$ cat src/rtl/ps2_command_tx_pkg.sv
// Shared PS/2 definitions: controller states, error codes, default timing
// constants and small helpers used by both the transmit and receive paths.
package ps2_command_tx_pkg;

  typedef enum logic [2:0] {
    IDLE      = 3'd0,
    INHIBIT   = 3'd1,
    REQ       = 3'd2,
    XFER      = 3'd3,
    ACK       = 3'd4,
    WAIT_IDLE = 3'd5,
    DONE      = 3'd6,
    ERR       = 3'd7
  } ps2_tx_state_e;

  localparam logic [1:0] ERRC_NONE           = 2'b00;
  localparam logic [1:0] ERRC_START_TIMEOUT  = 2'b01;
  localparam logic [1:0] ERRC_PACKET_TIMEOUT = 2'b10;
  localparam logic [1:0] ERRC_NO_ACK         = 2'b11;

  // Defaults assume a 50 MHz system clock.
  localparam int DEF_CLK_INHIBIT    = 5000;    // 100 us
  localparam int DEF_START_TIMEOUT  = 750000;  // 15 ms
  localparam int DEF_PACKET_TIMEOUT = 100000;  // 2 ms

  // PS/2 frames carry odd parity over the eight data bits.
  function automatic logic odd_parity(input logic [7:0] b);
    return ~^b;
  endfunction

  function automatic int max3(input int a, input int b, input int c);
    int m;
    m = (a > b) ? a : b;
    return (m > c) ? m : c;
  endfunction

endpackage

$ cat src/rtl/ps2_command_tx_line_sync.sv
// Two-flop synchronizers for the PS/2 clock and data pads plus a one-cycle
// strobe on each falling edge of the synchronized clock.
module ps2_line_sync (
  input  logic clk_i,
  input  logic rst_i,
  input  logic ps2_clk_i,
  input  logic ps2_dat_i,
  output logic clk_sync_o,
  output logic dat_sync_o,
  output logic clk_fall_o
);

  logic [1:0] clk_ff_q;
  logic [1:0] dat_ff_q;
  logic       clk_prev_q;

  // Reset to the idle-high level so no false edge appears on release.
  always_ff @(posedge clk_i or posedge rst_i) begin
    if (rst_i) begin
      clk_ff_q   <= 2'b11;
      dat_ff_q   <= 2'b11;
      clk_prev_q <= 1'b1;
    end else begin
      clk_ff_q   <= {clk_ff_q[0], ps2_clk_i};
      dat_ff_q   <= {dat_ff_q[0], ps2_dat_i};
      clk_prev_q <= clk_ff_q[1];
    end
  end

  assign clk_sync_o = clk_ff_q[1];
  assign dat_sync_o = dat_ff_q[1];
  assign clk_fall_o = clk_prev_q & ~clk_ff_q[1];

endmodule

$ cat src/rtl/ps2_command_tx.sv
// Host-to-device PS/2 command transmitter: inhibits the clock, issues the
// request-to-send, shifts out one byte with odd parity and checks the ACK.
module ps2_command_tx
  import ps2_command_tx_pkg::*;
#(
  parameter int CLK_INHIBIT    = DEF_CLK_INHIBIT,
  parameter int START_TIMEOUT  = DEF_START_TIMEOUT,
  parameter int PACKET_TIMEOUT = DEF_PACKET_TIMEOUT
) (
  input  logic       CLOCK_50,
  input  logic       reset,
  input  logic [7:0] cmd_data,
  input  logic       cmd_send,
  input  logic       ps2_clk_in,
  input  logic       ps2_dat_in,
  output logic       ps2_clk_oe,
  output logic       ps2_dat_oe,
  output logic       busy,
  output logic       cmd_done,
  output logic       cmd_error,
  output logic [1:0] error_code
);

  localparam int MAX_CNT = max3(CLK_INHIBIT, START_TIMEOUT, PACKET_TIMEOUT);
  localparam int CNT_W   = $clog2(MAX_CNT + 1);

  localparam logic [CNT_W-1:0] INH_LAST   = CNT_W'(CLK_INHIBIT - 1);
  localparam logic [CNT_W-1:0] START_LAST = CNT_W'(START_TIMEOUT - 1);
  localparam logic [CNT_W-1:0] PKT_LAST   = CNT_W'(PACKET_TIMEOUT - 1);

  ps2_tx_state_e    state_q, state_d;
  logic [7:0]       data_q, data_d;
  logic [3:0]       edge_q, edge_d;
  logic [CNT_W-1:0] tmr_q, tmr_d;
  logic [CNT_W-1:0] pkt_q, pkt_d;
  logic             dat_oe_q, dat_oe_d;
  logic [1:0]       err_q, err_d;

  logic clk_sync, dat_sync, clk_fall;
  logic start_to, pkt_to, no_ack;

  ps2_line_sync u_line_sync (
    .clk_i      (CLOCK_50),
    .rst_i      (reset),
    .ps2_clk_i  (ps2_clk_in),
    .ps2_dat_i  (ps2_dat_in),
    .clk_sync_o (clk_sync),
    .dat_sync_o (dat_sync),
    .clk_fall_o (clk_fall)
  );

  always_comb begin
    state_d  = state_q;
    data_d   = data_q;
    edge_d   = edge_q;
    tmr_d    = tmr_q;
    pkt_d    = pkt_q;
    dat_oe_d = dat_oe_q;
    err_d    = err_q;
    start_to = 1'b0;
    pkt_to   = 1'b0;
    no_ack   = 1'b0;

    // Packet timer runs from the first device edge until the frame completes.
    if (state_q == XFER || state_q == ACK || state_q == WAIT_IDLE) begin
      pkt_d  = pkt_q + 1'b1;
      pkt_to = (pkt_q == PKT_LAST);
    end

    unique case (state_q)
      IDLE: begin
        if (cmd_send) begin
          data_d   = cmd_data;
          err_d    = ERRC_NONE;
          tmr_d    = '0;
          edge_d   = '0;
          dat_oe_d = 1'b0;
          state_d  = INHIBIT;
        end
      end

      INHIBIT: begin
        if (tmr_q == INH_LAST) begin
          tmr_d    = '0;
          dat_oe_d = 1'b1;
          state_d  = REQ;
        end else begin
          tmr_d = tmr_q + 1'b1;
        end
      end

      REQ: begin
        if (clk_fall) begin
          edge_d   = 4'd1;
          pkt_d    = CNT_W'(1);
          dat_oe_d = ~data_q[0];
          state_d  = XFER;
        end else if (tmr_q == START_LAST) begin
          start_to = 1'b1;
        end else begin
          tmr_d = tmr_q + 1'b1;
        end
      end

      // edge_q holds the count already seen, so edge n drives data bit n-1 = edge_q.
      XFER: begin
        if (clk_fall) begin
          edge_d = edge_q + 4'd1;
          if (edge_q <= 4'd7) begin
            dat_oe_d = ~data_q[edge_q[2:0]];
          end else if (edge_q == 4'd8) begin
            dat_oe_d = ~odd_parity(data_q);
          end else begin
            dat_oe_d = 1'b0;
            state_d  = ACK;
          end
        end
      end

      ACK: begin
        if (clk_fall) begin
          edge_d = 4'd11;
          if (dat_sync) begin
            no_ack = 1'b1;
          end else begin
            state_d = WAIT_IDLE;
          end
        end
      end

      WAIT_IDLE: begin
        if (clk_sync && dat_sync) begin
          dat_oe_d = 1'b0;
          state_d  = DONE;
        end
      end

      DONE, ERR: begin
        dat_oe_d = 1'b0;
        edge_d   = '0;
        state_d  = IDLE;
      end

      default: state_d = IDLE;
    endcase

    // Abort priority: start timeout, then packet timeout, then missing ACK.
    if (start_to || pkt_to || no_ack) begin
      dat_oe_d = 1'b0;
      state_d  = ERR;
      if (start_to)    err_d = ERRC_START_TIMEOUT;
      else if (pkt_to) err_d = ERRC_PACKET_TIMEOUT;
      else             err_d = ERRC_NO_ACK;
    end
  end

  always_ff @(posedge CLOCK_50 or posedge reset) begin
    if (reset) begin
      state_q  <= IDLE;
      data_q   <= '0;
      edge_q   <= '0;
      tmr_q    <= '0;
      pkt_q    <= '0;
      dat_oe_q <= 1'b0;
      err_q    <= ERRC_NONE;
    end else begin
      state_q  <= state_d;
      data_q   <= data_d;
      edge_q   <= edge_d;
      tmr_q    <= tmr_d;
      pkt_q    <= pkt_d;
      dat_oe_q <= dat_oe_d;
      err_q    <= err_d;
    end
  end

  // Line enables decode from reset-cleared registers, so reset frees the bus at once.
  assign ps2_clk_oe = (state_q == INHIBIT);
  assign ps2_dat_oe = dat_oe_q;
  assign busy       = (state_q != IDLE) && (state_q != DONE) && (state_q != ERR);
  assign cmd_done   = (state_q == DONE);
  assign cmd_error  = (state_q == ERR);
  assign error_code = err_q;

endmodule
$ cat config.mk
export PLATFORM = sky130hd
export DESIGN_NAME = ps2_command_tx
export DESIGN_NICKNAME = d
export VERILOG_FILES = /design/src/rtl/ps2_command_tx_pkg.sv /design/src/rtl/ps2_command_tx_line_sync.sv /design/src/rtl/ps2_command_tx.sv
export SDC_FILE = /design/constraint.sdc
export NUM_CORES = 1
export LEC_CHECK = 0
export BUFFER_PORTS_ARGS = -buffer_cell sky130_fd_sc_hd__buf_2
export CORE_AREA = 2 2 93 95
export DETAILED_ROUTE_END_ITERATION = 12
export DIE_AREA = 0 0 95 97
export SLEW_MARGIN = 20
export SYNTH_ARGS = -nofsm -noshare
export SYNTH_HDL_FRONTEND = slang
export SYNTH_SLANG_ARGS = --single-unit
$ cat constraint.sdc
create_clock -name CLOCK_50 -period 3.1 [get_ports CLOCK_50]
set_input_delay 0.93 -clock CLOCK_50 [delete_from_list [all_inputs] [get_ports CLOCK_50]]
set_output_delay 0.93 -clock CLOCK_50 [all_outputs]
set_load 0.02 [all_outputs]
==> results.py <==
metrics = {
    "die": {
        "die_h_um": 97,
        "die-area_mm2": 0.00922,
        "placementRows": 33,
        "top_level_ports": 20,
        "core_region_area_mm2": 0.00813,
        "initial_utilization_pct": 44.0,
        "die_w_um": 95,
    },
    "synth": {
        "syn_avg_cell_area_um2": 9.22,
        "ys.flop_type": "sky130_fd_sc_hd__dfrtp_1",
        "synth_cells": 388,
        "synthesis.area_mm2": 0.00358,
        "synth_compound_area_share_pct": 16.8,
        "number_of_synthesized_register_bits": 63,
        "synth_cell_types": 61,
        "yosys.area_share.adder_pct": 1.40,
        "yosys_warnings": 0,
        "async_flop_share_pct": 100,
        "synth_edf_count": 0,
        "synth-xor-area-share_pct": 5.63,
        "dominant_combinational_cell_family_by_area_after_synthesis": "simple AND/OR/NAND/NOR gates",
        "seq_area_frac_synth_pct": 44.2,
        "synth.mux.area_fraction_pct": 2.66,
        "syn-num-nets": 405,
        "synth_simple_gate_area_share_pct": 26.5,
    },
    "grt": {
        "largest_net_degree_at_the_start_of_global_routing": 44,
        "globalRouteOverflowTotal": 0,
        "gr-usage-all-layers_pct": 19.0,
        "antenna_found_initial": 0,
        "grt_pass1_wl_mm": 13.9,
        "number_of_global_route_vias_before_repair": 2823,
    },
    "timing": {
        "final-hold-violation-count": 0,
        "setup_repair_after_global_routing_missed_its_margin": "false",
        "maxSlewHeadroom_pct": 48.8,
        "f_max_mhz": 368,
        "clock-skew-final_ns": 0.0110,
        "setup_total_negative_slack_ns": 0,
        "min_period_over_period_pct": 87.7,
        "timing_max_transition_violations_final": 0,
        "timing.final.crit_period_ns": 2.72,
        "worst_pin_slew_ns": 0.767,
        "setup_viol": 0,
    },
    "worst_setup_path": {
        "worst-endpoint-required_ns": 2.17,
        "crit_chain": "clkinv_1, nor2_1, buf_2",
        "cp_max_fo": 17,
        "crit_path_end_kind": "output port",
        "critPathArrivalTime_ns": 1.79,
        "worst_setup_sp_type": "register",
        "slowest_delay_ns": 0.66,
        "rr_worst_depth": 6,
        "setup.worst_path.class": "reg2out",
        "crit_path_slowest_cell": "sky130_fd_sc_hd__dfrtp_1",
    },
    "cells_and_area": {
        "synthToLayoutAreaGrowth_pct": 12.8,
        "final_cells": 522,
        "fin_nets": 429,
        "layout_commonest_cell": "sky130_fd_sc_hd__dfrtp_1",
        "antenna_cells": 0,
        "drive_gt1_share_pct": 15.3,
        "most-common-layout-cells": "sky130_fd_sc_hd__dfrtp_1 (58), sky130_fd_sc_hd__nand2_1 (49), sky130_fd_sc_hd__nor2_1 (33), sky130_fd_sc_hd__a21oi_1 (28)",
    },
    "run_status": {
        "run_status": "finished, final reports clean",
    },
    "clock_network": {
        "cts_inserted_buffers": 9,
        "cts_tree": "built",
        "postCtsSetupRepairBufs": 0,
        "worst_setup_hold_path_clk_slew_ns": 0.07,
        "root_buffer": "sky130_fd_sc_hd__clkbuf_8",
        "clock_latency_ns": 0.35,
        "cts_sinks": 63,
        "cts_hold_buffers": 0,
        "clock_path_buffers": 2,
        "ctsHtreeMaxLevel": 3,
        "cts_repair_resize_count": 0,
    },
    "place": {
        "finalWeightedCongestion": 0.801,
        "place.detailed.instances": 506,
        "port_buffers": 19,
        "hpwlAfterDp_mm": 5.53,
    },
    "hold_path": {
        "holdCritPathClass": "reg2reg",
        "hold_depth": 0,
    },
    "route": {
        "violation_count_after_the_first_detailed_routing_iteration": 175,
        "drc_errors": 0,
        "drt_wl_total_mm": 8.01,
        "ant_nets": 0,
        "routed-via-count": 2928,
        "number_of_detailed_routing_iterations_run_before_antenna_repair": 4,
        "wire_per_inst_um": 15.3,
        "via_per_inst": 5.61,
    },
    "power_and_ir_drop": {
        "worst_ir_drop_vdd_v": 0.000256,
        "power-per-cell-area_mw_per_mm2": 784,
        "leakage_nw": 1.67,
    },
    "run": {
        "cap_violations": 0,
    },
}
[stage by stage]
stage          utilization, %  area [um2]  setup WS, ns  power, mW  hold WS (ns)
2_1_floorplan               -        3580         0.609       2.04         0.345
4_1_cts                  49.6        4040         0.401       3.19         0.360
5_1_grt                  49.6        4040         0.249       3.41         0.366
3_5_place_dp             46.8        3800         0.527       2.34         0.349
3_3_place_gp             46.8        3800         0.561       2.32         0.349
6_report                 49.6        4040         0.383       3.17         0.359
[area by class of cell]
class,instances,area (um2)
timing repair buffer,25,153
tap,105,131
inverter,11,41.3
multi-input combinational,302,1900
sequential,63,1580
fill,755,4100
clock inverter,5,80.1
clock buffer,11,151
[per-layer routing]
layer	share of wire (%)	track usage, %	up-vias
met5	0	0	-
met4	0.90	5.02	0
met3	2.8	4.44	9
met2	45	27.8	44
met1	51	28.3	1407
li1	-	-	1468
[final timing paths]
check                                        startpoint                      end  slack (ns)
max in group asynchronous                         reset   u_line_sync.clk_prev_q        1.84
worst min-delay path            u_line_sync.dat_ff_q[0]  u_line_sync.dat_ff_q[1]        0.36
worst max-delay path                         state_q[2]                 cmd_done        0.38
worst min register to register  u_line_sync.dat_ff_q[0]  u_line_sync.dat_ff_q[1]        0.36
worst max register to register                 tmr_q[0]                 tmr_q[5]        0.52
min in group asynchronous                         reset                tmr_q[12]        0.61
[synth_stat cells (all sizes together) (2+ instances only)]
| master | number | area [um2] |
|---|---|---|
| a211oi | 2 | 15.0 |
| buf | 4 | 27.5 |
| o211ai | 3 | 27.5 |
| o22ai | 4 | 31.3 |
| clkbuf | 8 | 30.0 |
| dfstp | 5 | 131 |
| o31ai | 8 | 60.1 |
| a311oi | 2 | 17.5 |
| a21oi | 28 | 140 |
| nand2b | 8 | 50.1 |
| nand4 | 10 | 62.6 |
| nor2b | 3 | 18.8 |
| ha | 4 | 50.1 |
| or2 | 5 | 31.3 |
| o21ai | 22 | 114 |
| dfrtp | 58 | 1450 |
| xnor2 | 15 | 131 |
| xor2 | 8 | 70.1 |
| and3 | 6 | 37.5 |
| a21o | 3 | 22.5 |
| or3 | 11 | 68.8 |
| or4 | 12 | 97.6 |
| inv | 10 | 37.5 |
| nor4 | 4 | 25.0 |
| mux2i | 5 | 50.1 |
| nor3b | 3 | 22.5 |
| o21a | 2 | 15.0 |
| mux4 | 2 | 45.0 |
| o2111ai | 3 | 50.1 |
| nand3 | 18 | 90.1 |
| nor2 | 33 | 124 |
| and2 | 3 | 18.8 |
| nor3 | 6 | 30.0 |
| nor4b | 3 | 26.3 |
| o21bai | 3 | 22.5 |
| nand2 | 49 | 184 |
[state kept, by name, summed over array words and instances (netlist names)]
| signal | flops |
|---|---|
| u_line_sync.dat_ff_q | 2 |
| data_q | 8 |
| state_q | 3 |
| error_code | 2 |
| edge_q | 4 |
| pkt_q | 20 |
| ps2_dat_oe | 1 |
| u_line_sync.clk_ff_q | 2 |
| tmr_q | 20 |
| u_line_sync.clk_prev_q | 1 |
[critical path, delay by kind of cell, from the launching register on]
family	cells	cell delay (ns)
flip-flops	1	0.66
buffers and inverters	2	0.60
AND/OR/NAND/NOR	1	0.18
[power by group]
group	internal, mW	switching, mW	leakage, nW
sequential	0.973	0.198	0.833
clock	0.495	0.337	0.112
combinational	0.485	0.677	0.727
[kinds of logic (layout without fill, tap and decap cells)]
group,count (synthesis),after routing
and+or+nand+nor,181,181
AOI/OAI and AO/OA,87,87
DFF,63,63
xor gates and xnor gates,23,23
buffers and inverters,23,52
muxes,7,7
adders and majority gates,4,4
Power figures use the tool's default switching activity.
